===== config.mk =====
export PLATFORM = sky130hd
export DESIGN_NAME = alu_mc_flat
export DESIGN_NICKNAME = d
export VERILOG_FILES = /design/src/rtl/alu_mc_if.sv /design/src/rtl/alu_mc.sv /design/src/flat_wrapper.sv
export SDC_FILE = /design/constraint.sdc
export NUM_CORES = 1
export LEC_CHECK = 0
export ABC_CLOCK_PERIOD_IN_PS = 3300
export CELL_PAD_IN_SITES_DETAIL_PLACEMENT = 0
export CELL_PAD_IN_SITES_GLOBAL_PLACEMENT = 1
export CORE_MARGIN = 8
export CORE_UTILIZATION = 39
export CTS_CLUSTER_DIAMETER = 60
export DETAILED_ROUTE_END_ITERATION = 10
export GPL_ROUTABILITY_DRIVEN = 0
export HOLD_SLACK_MARGIN = 0.03
export PLACE_DENSITY = 0.82
export SLEW_MARGIN = 20
export SYNTH_ARGS = -nofsm -noshare
export SYNTH_HDL_FRONTEND = slang
export SYNTH_SLANG_ARGS = --single-unit

===== constraint.sdc =====
create_clock -name clk -period 3.3 [get_ports clk]
set_clock_uncertainty 0.1 [all_clocks]
set_input_delay 0.33 -clock clk [delete_from_list [all_inputs] [get_ports clk]]
set_output_delay 0.33 -clock clk [all_outputs]
set_load 0.01 [all_outputs]

===== src/rtl/alu_mc_if.sv =====
// ALU request/response bundle between the phase controller and the multi-cycle ALU.
interface alu_mc_if #(
    parameter int WIDTH = 32,
    parameter int DST_W = 3
);
    logic             start;
    logic [3:0]       op;
    logic [WIDTH-1:0] a;
    logic [WIDTH-1:0] b;
    logic [DST_W-1:0] dst_in;
    logic             busy;
    logic             done;
    logic             wr_en;
    logic [WIDTH-1:0] result;
    logic [DST_W-1:0] dst_out;
    logic [3:0]       flags;
    logic             illegal;

    // Requester side: issues ops, observes completion.
    modport master (
        output start, op, a, b, dst_in,
        input  busy, done, wr_en, result, dst_out, flags, illegal
    );

    // ALU side.
    modport slave (
        input  start, op, a, b, dst_in,
        output busy, done, wr_en, result, dst_out, flags, illegal
    );
endinterface


===== src/rtl/alu_mc.sv =====
// Multi-cycle ALU: single-cycle arithmetic/logic, iterative 1-bit-per-cycle shifts.
// flags = {OF, CF, SF, ZF}, held until an op that updates them completes.
module alu_mc #(
    parameter int WIDTH = 32,
    parameter int DST_W = 3,
    parameter int SHW   = $clog2(WIDTH)
) (
    input  logic     clk,
    input  logic     rst,
    alu_mc_if.slave  bus
);

    typedef enum logic [3:0] {
        OP_ADD = 4'd0,  OP_SUB = 4'd1,  OP_CMP = 4'd2,  OP_AND = 4'd3,
        OP_OR  = 4'd4,  OP_XOR = 4'd5,  OP_NEG = 4'd6,  OP_NOT = 4'd7,
        OP_SLL = 4'd8,  OP_SLA = 4'd9,  OP_SRL = 4'd10, OP_SRA = 4'd11,
        OP_MOV = 4'd12
    } op_e;

    typedef enum logic {S_IDLE, S_SHIFT} state_e;

    localparam logic [WIDTH-1:0] MIN_VAL = {1'b1, {(WIDTH-1){1'b0}}};

    state_e           state, state_next;
    op_e              op_in;
    op_e              sh_op;
    logic [WIDTH-1:0] sh_reg;
    logic [SHW-1:0]   count;
    logic             sh_of;

    logic [WIDTH-1:0] result_q;
    logic [DST_W-1:0] dst_q;
    logic [3:0]       flags_q;
    logic             done_q, wr_en_q, illegal_q;

    logic             accept, is_shift, go_shift, last_step;
    logic [SHW-1:0]   shamt;

    logic [WIDTH:0]   sum, diff;
    logic [WIDTH-1:0] c_res;
    logic [3:0]       c_flags;
    logic             c_wr, c_ill;

    logic [WIDTH-1:0] step_res;
    logic             step_cf, step_of;

    function automatic logic [3:0] mk_flags(input logic of, input logic cf,
                                            input logic [WIDTH-1:0] r);
        return {of, cf, r[WIDTH-1], (r == '0)};
    endfunction

    assign op_in     = op_e'(bus.op);
    assign shamt     = bus.b[SHW-1:0];
    assign accept    = (state == S_IDLE) && bus.start;
    assign is_shift  = op_in inside {OP_SLL, OP_SLA, OP_SRL, OP_SRA};
    assign go_shift  = accept && is_shift && (shamt != '0);
    assign last_step = (state == S_SHIFT) && (count == SHW'(1));

    // State register.
    always_ff @(posedge clk) begin
        // NOTE: sequential state uses non-blocking assignments so every register samples pre-edge values.
        if (rst) state <= S_IDLE;
        else     state <= state_next;
    end

    // Next-state: stay IDLE for single-cycle ops, walk SHIFT until the final bit.
    always_comb begin
        // NOTE: defaults first so no path leaves a variable unassigned (prevents latches).
        state_next = state;
        case (state)
            S_IDLE:  if (go_shift)  state_next = S_SHIFT;
            S_SHIFT: if (last_step) state_next = S_IDLE;
            default: state_next = S_IDLE;
        endcase
    end

    // Single-cycle result and flags from the live request; also covers shifts by zero.
    always_comb begin
        sum     = {1'b0, bus.a} + {1'b0, bus.b};
        diff    = {1'b0, bus.a} - {1'b0, bus.b};
        c_res   = result_q;
        c_flags = flags_q;
        c_wr    = 1'b0;
        c_ill   = 1'b0;
        case (op_in)
            OP_ADD: begin
                c_res   = sum[WIDTH-1:0];
                c_flags = mk_flags((bus.a[WIDTH-1] == bus.b[WIDTH-1]) &&
                                   (sum[WIDTH-1] != bus.a[WIDTH-1]),
                                   sum[WIDTH], sum[WIDTH-1:0]);
                c_wr    = 1'b1;
            end
            OP_SUB, OP_CMP: begin
                // The extra top bit of the zero-extended difference is the borrow.
                c_flags = mk_flags((bus.a[WIDTH-1] != bus.b[WIDTH-1]) &&
                                   (diff[WIDTH-1] != bus.a[WIDTH-1]),
                                   diff[WIDTH], diff[WIDTH-1:0]);
                if (op_in == OP_SUB) begin
                    c_res = diff[WIDTH-1:0];
                    c_wr  = 1'b1;
                end
            end
            OP_AND: begin
                c_res   = bus.a & bus.b;
                c_flags = mk_flags(1'b0, 1'b0, bus.a & bus.b);
                c_wr    = 1'b1;
            end
            OP_OR: begin
                c_res   = bus.a | bus.b;
                c_flags = mk_flags(1'b0, 1'b0, bus.a | bus.b);
                c_wr    = 1'b1;
            end
            OP_XOR: begin
                c_res   = bus.a ^ bus.b;
                c_flags = mk_flags(1'b0, 1'b0, bus.a ^ bus.b);
                c_wr    = 1'b1;
            end
            OP_NEG: begin
                c_res   = '0 - bus.a;
                c_flags = mk_flags(bus.a == MIN_VAL, bus.a != '0, '0 - bus.a);
                c_wr    = 1'b1;
            end
            OP_NOT: begin
                c_res = ~bus.a;
                c_wr  = 1'b1;
            end
            OP_MOV: begin
                c_res = bus.b;
                c_wr  = 1'b1;
            end
            OP_SLL, OP_SLA, OP_SRL, OP_SRA: begin
                // Shift by zero: operand passes through, carry is kept.
                c_res   = bus.a;
                c_flags = mk_flags(1'b0, flags_q[2], bus.a);
                c_wr    = 1'b1;
            end
            default: c_ill = 1'b1;
        endcase
    end

    // One shift step on the working register; SLA overflow is sticky across steps.
    always_comb begin
        step_res = sh_reg;
        step_cf  = 1'b0;
        case (sh_op)
            OP_SLL, OP_SLA: begin
                step_res = {sh_reg[WIDTH-2:0], 1'b0};
                step_cf  = sh_reg[WIDTH-1];
            end
            OP_SRL: begin
                step_res = {1'b0, sh_reg[WIDTH-1:1]};
                step_cf  = sh_reg[0];
            end
            OP_SRA: begin
                step_res = {sh_reg[WIDTH-1], sh_reg[WIDTH-1:1]};
                step_cf  = sh_reg[0];
            end
            default: begin
                step_res = sh_reg;
                step_cf  = 1'b0;
            end
        endcase
        step_of = sh_of || ((sh_op == OP_SLA) && (step_res[WIDTH-1] != sh_reg[WIDTH-1]));
    end

    // Datapath: accept requests, iterate shifts, publish result/flags with done.
    always_ff @(posedge clk) begin
        if (rst) begin
            result_q  <= '0;
            dst_q     <= '0;
            flags_q   <= '0;
            done_q    <= 1'b0;
            wr_en_q   <= 1'b0;
            illegal_q <= 1'b0;
            sh_reg    <= '0;
            count     <= '0;
            sh_op     <= OP_ADD;
            sh_of     <= 1'b0;
        end else begin
            done_q    <= 1'b0;
            wr_en_q   <= 1'b0;
            illegal_q <= 1'b0;
            if (accept) begin
                dst_q <= bus.dst_in;
                if (go_shift) begin
                    sh_reg <= bus.a;
                    count  <= shamt;
                    sh_op  <= op_in;
                    sh_of  <= 1'b0;
                end else begin
                    result_q  <= c_res;
                    flags_q   <= c_flags;
                    done_q    <= 1'b1;
                    wr_en_q   <= c_wr;
                    illegal_q <= c_ill;
                end
            end else if (state == S_SHIFT) begin
                sh_reg <= step_res;
                count  <= count - SHW'(1);
                sh_of  <= step_of;
                if (last_step) begin
                    result_q <= step_res;
                    flags_q  <= mk_flags(step_of, step_cf, step_res);
                    done_q   <= 1'b1;
                    wr_en_q  <= 1'b1;
                end
            end
        end
    end

    assign bus.busy    = (state == S_SHIFT);
    assign bus.done    = done_q;
    assign bus.wr_en   = wr_en_q;
    assign bus.result  = result_q;
    assign bus.dst_out = dst_q;
    assign bus.flags   = flags_q;
    assign bus.illegal = illegal_q;

endmodule


===== src/flat_wrapper.sv =====
// flat-port wrapper written by rule: the top's interface ports become plain ports
module alu_mc_flat 
#(
    parameter int WIDTH = 32,
    parameter int DST_W = 3,
    parameter int SHW   = $clog2(WIDTH)
)
  (clk, rst, bus_start, bus_op, bus_a, bus_b, bus_dst_in, bus_busy, bus_done, bus_wr_en, bus_result, bus_dst_out, bus_flags, bus_illegal);
  alu_mc_if #(.WIDTH(WIDTH), .DST_W(DST_W)) bus_i ();
  input  logic clk;
  input  logic rst;
  input wire logic [$bits(bus_i.start)-1:0] bus_start;
  input wire logic [$bits(bus_i.op)-1:0] bus_op;
  input wire logic [$bits(bus_i.a)-1:0] bus_a;
  input wire logic [$bits(bus_i.b)-1:0] bus_b;
  input wire logic [$bits(bus_i.dst_in)-1:0] bus_dst_in;
  output wire logic [$bits(bus_i.busy)-1:0] bus_busy;
  output wire logic [$bits(bus_i.done)-1:0] bus_done;
  output wire logic [$bits(bus_i.wr_en)-1:0] bus_wr_en;
  output wire logic [$bits(bus_i.result)-1:0] bus_result;
  output wire logic [$bits(bus_i.dst_out)-1:0] bus_dst_out;
  output wire logic [$bits(bus_i.flags)-1:0] bus_flags;
  output wire logic [$bits(bus_i.illegal)-1:0] bus_illegal;
  assign bus_i.start = bus_start;
  assign bus_i.op = bus_op;
  assign bus_i.a = bus_a;
  assign bus_i.b = bus_b;
  assign bus_i.dst_in = bus_dst_in;
  assign bus_busy = bus_i.busy;
  assign bus_done = bus_i.done;
  assign bus_wr_en = bus_i.wr_en;
  assign bus_result = bus_i.result;
  assign bus_dst_out = bus_i.dst_out;
  assign bus_flags = bus_i.flags;
  assign bus_illegal = bus_i.illegal;
  alu_mc #(.WIDTH(WIDTH), .DST_W(DST_W), .SHW(SHW)) u_core (.clk(clk), .rst(rst), .bus(bus_i));
endmodule

==> results.cfg <==
[routing]
drc = 0
wl_per_cell_um = 23.2
routed_wirelength_um = 61300
first_pass_iters = 9
vias = 16700
drtIter0Drc = 2469
viasPerCell = 6.34
antenna_left = 0

[cts]
cts_inserted_buffers = 9
cts_tree = yes
cts_root_buf = clkbuf_16
clk_latency_ns = 0.35
clock_path_buffers = 2
cts.sinks = 85
htreeDepth = 3
clk_pin_slew_ns = 0.06

[setup_path]
cp_max_fo = 3
r2r_cells = 12
cp_data_required_time_ns = 3.39
end_kind = register
critPathKind = input port to register
worstPathArrival_ns = 3.41
cp-start-kind = input port

[global_route]
grt_pass1_wl_um = 91300
grt_pass1_vias = 15900
grt_use_total = 0.316
antenna_found_initial = 0
grt_max_degree = 85
overflow = 0

[logic_synthesis]
netlist.top_cell.by_area = dfxtp_1
synth_area_um2 = 12000
synth.avg_cell_area_um2 = 7.02
synth_top_cell_area_share = 0.142
postSynthCellCount = 1706
netlist-cell-type-count = 97
synth_edf_count = 0
ys_seq_elements = 85
yosysWarnings = 0
ys_top_cells_by_area = dfxtp_1, ha_1, nor2_1
yosysSeqAreaShare = 0.142
synth_fp_nets = 1882
synthFlopType = dfxtp_1
async_flop_share = 0

[die]
coreArea_um2 = 30400
dieHeight_um = 191
start_util = 0.394
fp-row-count = 64
die_w_um = 191
die_area_um2 = 36600
pin_count = 117

[placed_design]
portBuffers = 116
hpwl_um = 47500
pre_cts_slack_ns = -1.10
dpl_cell_area_um2 = 16900

[sta]
fmax_ghz = 0.301
finalHoldViolCount = 0
rsz0062_at_grt = true
setup_ws_ns = -0.0219
post-route-period-util = 1.01
worstMarginPinSlew_ns = 1.00
fin_crit_ns = 3.32
max_slew_margin = 0.332
setup_viol = 2
drv_slew = 0

[cells_and_area]
antenna_cells = 0
multi_input_area_um2 = 10400
fin_nets = 2411
seqCellArea_um2 = 1700
drive_gt1_frac = 0.350
fill_cells = 2676
syn_to_final_growth_pct = 55.9
stdcell_area_um2 = 18700

[power]
leakage_nw = 7.75
powerDensity_nw_per_um2 = 299
max-vdd-ir-drop_mv = 0.257

[worst_hold_path]
hp-class = input port to register
hold_depth = 4

[run_status]
violations = negative setup slack
outcome = complete, but fails checks

[flow_run]
maxCapViolations = 0
==> cell type report <==
type                       instances  area share
inverter                          96      0.0194
timing repair buffer             654       0.287
multi-input combinational       1389       0.559
clock inverter                     5     0.00322
tap                              396      0.0265
sequential                        85      0.0912
clock buffer                      10      0.0128
==> metrics by stage <==
stage                      util  setup TNS, ns  instances  total power [W]  hold slack, ns
after floorplan               -              0       1706          0.00261           0.331
after global placement    0.557         -17.67       2579          0.00401           0.337
after detailed placement  0.557         -19.16       2579          0.00405           0.343
after CTS                 0.592       -0.00148       2620          0.00529           0.317
after global routing      0.614         -0.469       2635          0.00580           0.332
final                     0.614        -0.0430       2635          0.00559           0.326
==> logic make-up after synthesis <==
| family | synth area share |
|---|---|
| multiplexers | 0.0414 |
| adder cells (fa/ha/maj) | 0.108 |
| AO/OA/AOI/OAI | 0.317 |
| buffers and inverters | 0.0807 |
| AND/OR/NAND/NOR | 0.253 |
| XOR/XNOR | 0.0585 |
| flip-flops | 0.142 |
==> final timing paths <==
kind | start | to | slack, ns
setup reg to reg | u_core.sh_op[3] | u_core.bus.flags[0] | 0.13
hold / removal | bus_b[0] | u_core.count[0] | 0.33
hold reg to reg | u_core.bus.result[3] | u_core.bus.result[3] | 0.35
setup / recovery | bus_b[0] | u_core.bus.flags[2] | -0.02
==> layer usage <==
metal,routed length (um),GRT usage,share of wire
met3,7100,0.0514,0.12
met1,23900,0.413,0.39
met4,4610,0.199,0.075
met5,0,0,0
met2,25600,0.479,0.42
==> critical path, stage by stage <==
cell and delay, ns:
buf_2 0.14, buf_4 0.15, ha_4 0.16, fa_2 0.39, a21o_1 0.23, a311oi_4 0.39
nor3_4 0.09, o211ai_1 0.29, nand2_1 0.13, a311oi_1 0.27, buf_4 0.18, nor2b_1 0.04
o21a_1 0.19, o311ai_4 0.29, a311oi_1 0.13
==> what timing repair did <==
| item | 4_1_cts | 5_1_grt |
|---|---|---|
| endpoints found under the setup margin | 28 | 28 |
| buffers inserted | 27 | 15 |
| pin swaps | 62 | 68 |
| hold buffers | 0 | 0 |
| resized for setup | 145 | 131 |
==> cells in the mapped netlist, types with 6 or more instances <==
cell type  count
nand4_1       36
dfxtp_1       85
a22oi_1       10
buf_4         13
or4_1          6
o21bai_1      18
mux2i_1       36
o2111ai_1     14
a21o_1        20
nand2b_1      15
mux2_2        12
or3_1          9
o22a_1         9
a311oi_1      11
inv_1         93
nor3_1        99
a21oi_1      122
nor2b_1       15
o21ai_0       99
xor2_1         8
xnor2_1       72
a211oi_1      70
nor4_1        33
or2_2          7
o32ai_1       12
nor2_1       183
a31oi_1       16
nand2_1      123
buf_2         19
ha_1         100
clkbuf_1      95
a221oi_1      34
nand3_1       43
o31ai_1       14
o211ai_1      16
==> where the power goes <==
group | switching [W] | internal, W
logic | 0.00177 | 0.00154
clock network | 0.000457 | 0.000607
registers | 0.0000965 | 0.00111
==> placed cells by master (no fill, tap or decap), types with 9 or more instances in the layout <==
cell,instances
buf_4,516
nor2_1,179
nand2_1,121
a21oi_1,110
o21ai_0,93
nor3_1,86
dfxtp_1,84
clkdlybuf4s50_1,83
ha_1,74
inv_1,65
a211oi_1,61
xnor2_1,57
nand3_1,41
mux2i_1,36
nand4_1,36
a221oi_1,33
inv_2,29
nor4_1,25
ha_4,22
a21o_1,20
o211ai_1,16
o21bai_1,16
xnor2_2,15
a31oi_1,14
nand2b_1,13
o2111ai_1,13
mux2_2,12
nor3_2,12
dlygate4sd2_1,12
buf_12,12
a21oi_2,11
o31ai_1,10
dlymetal6s2s_1,10
a211oi_2,9
nor2b_1,9
o22a_1,9
o32ai_1,9
a22oi_1,9
clkbuf_16,9
buf_6,9
(Power assumes the default switching activity.)
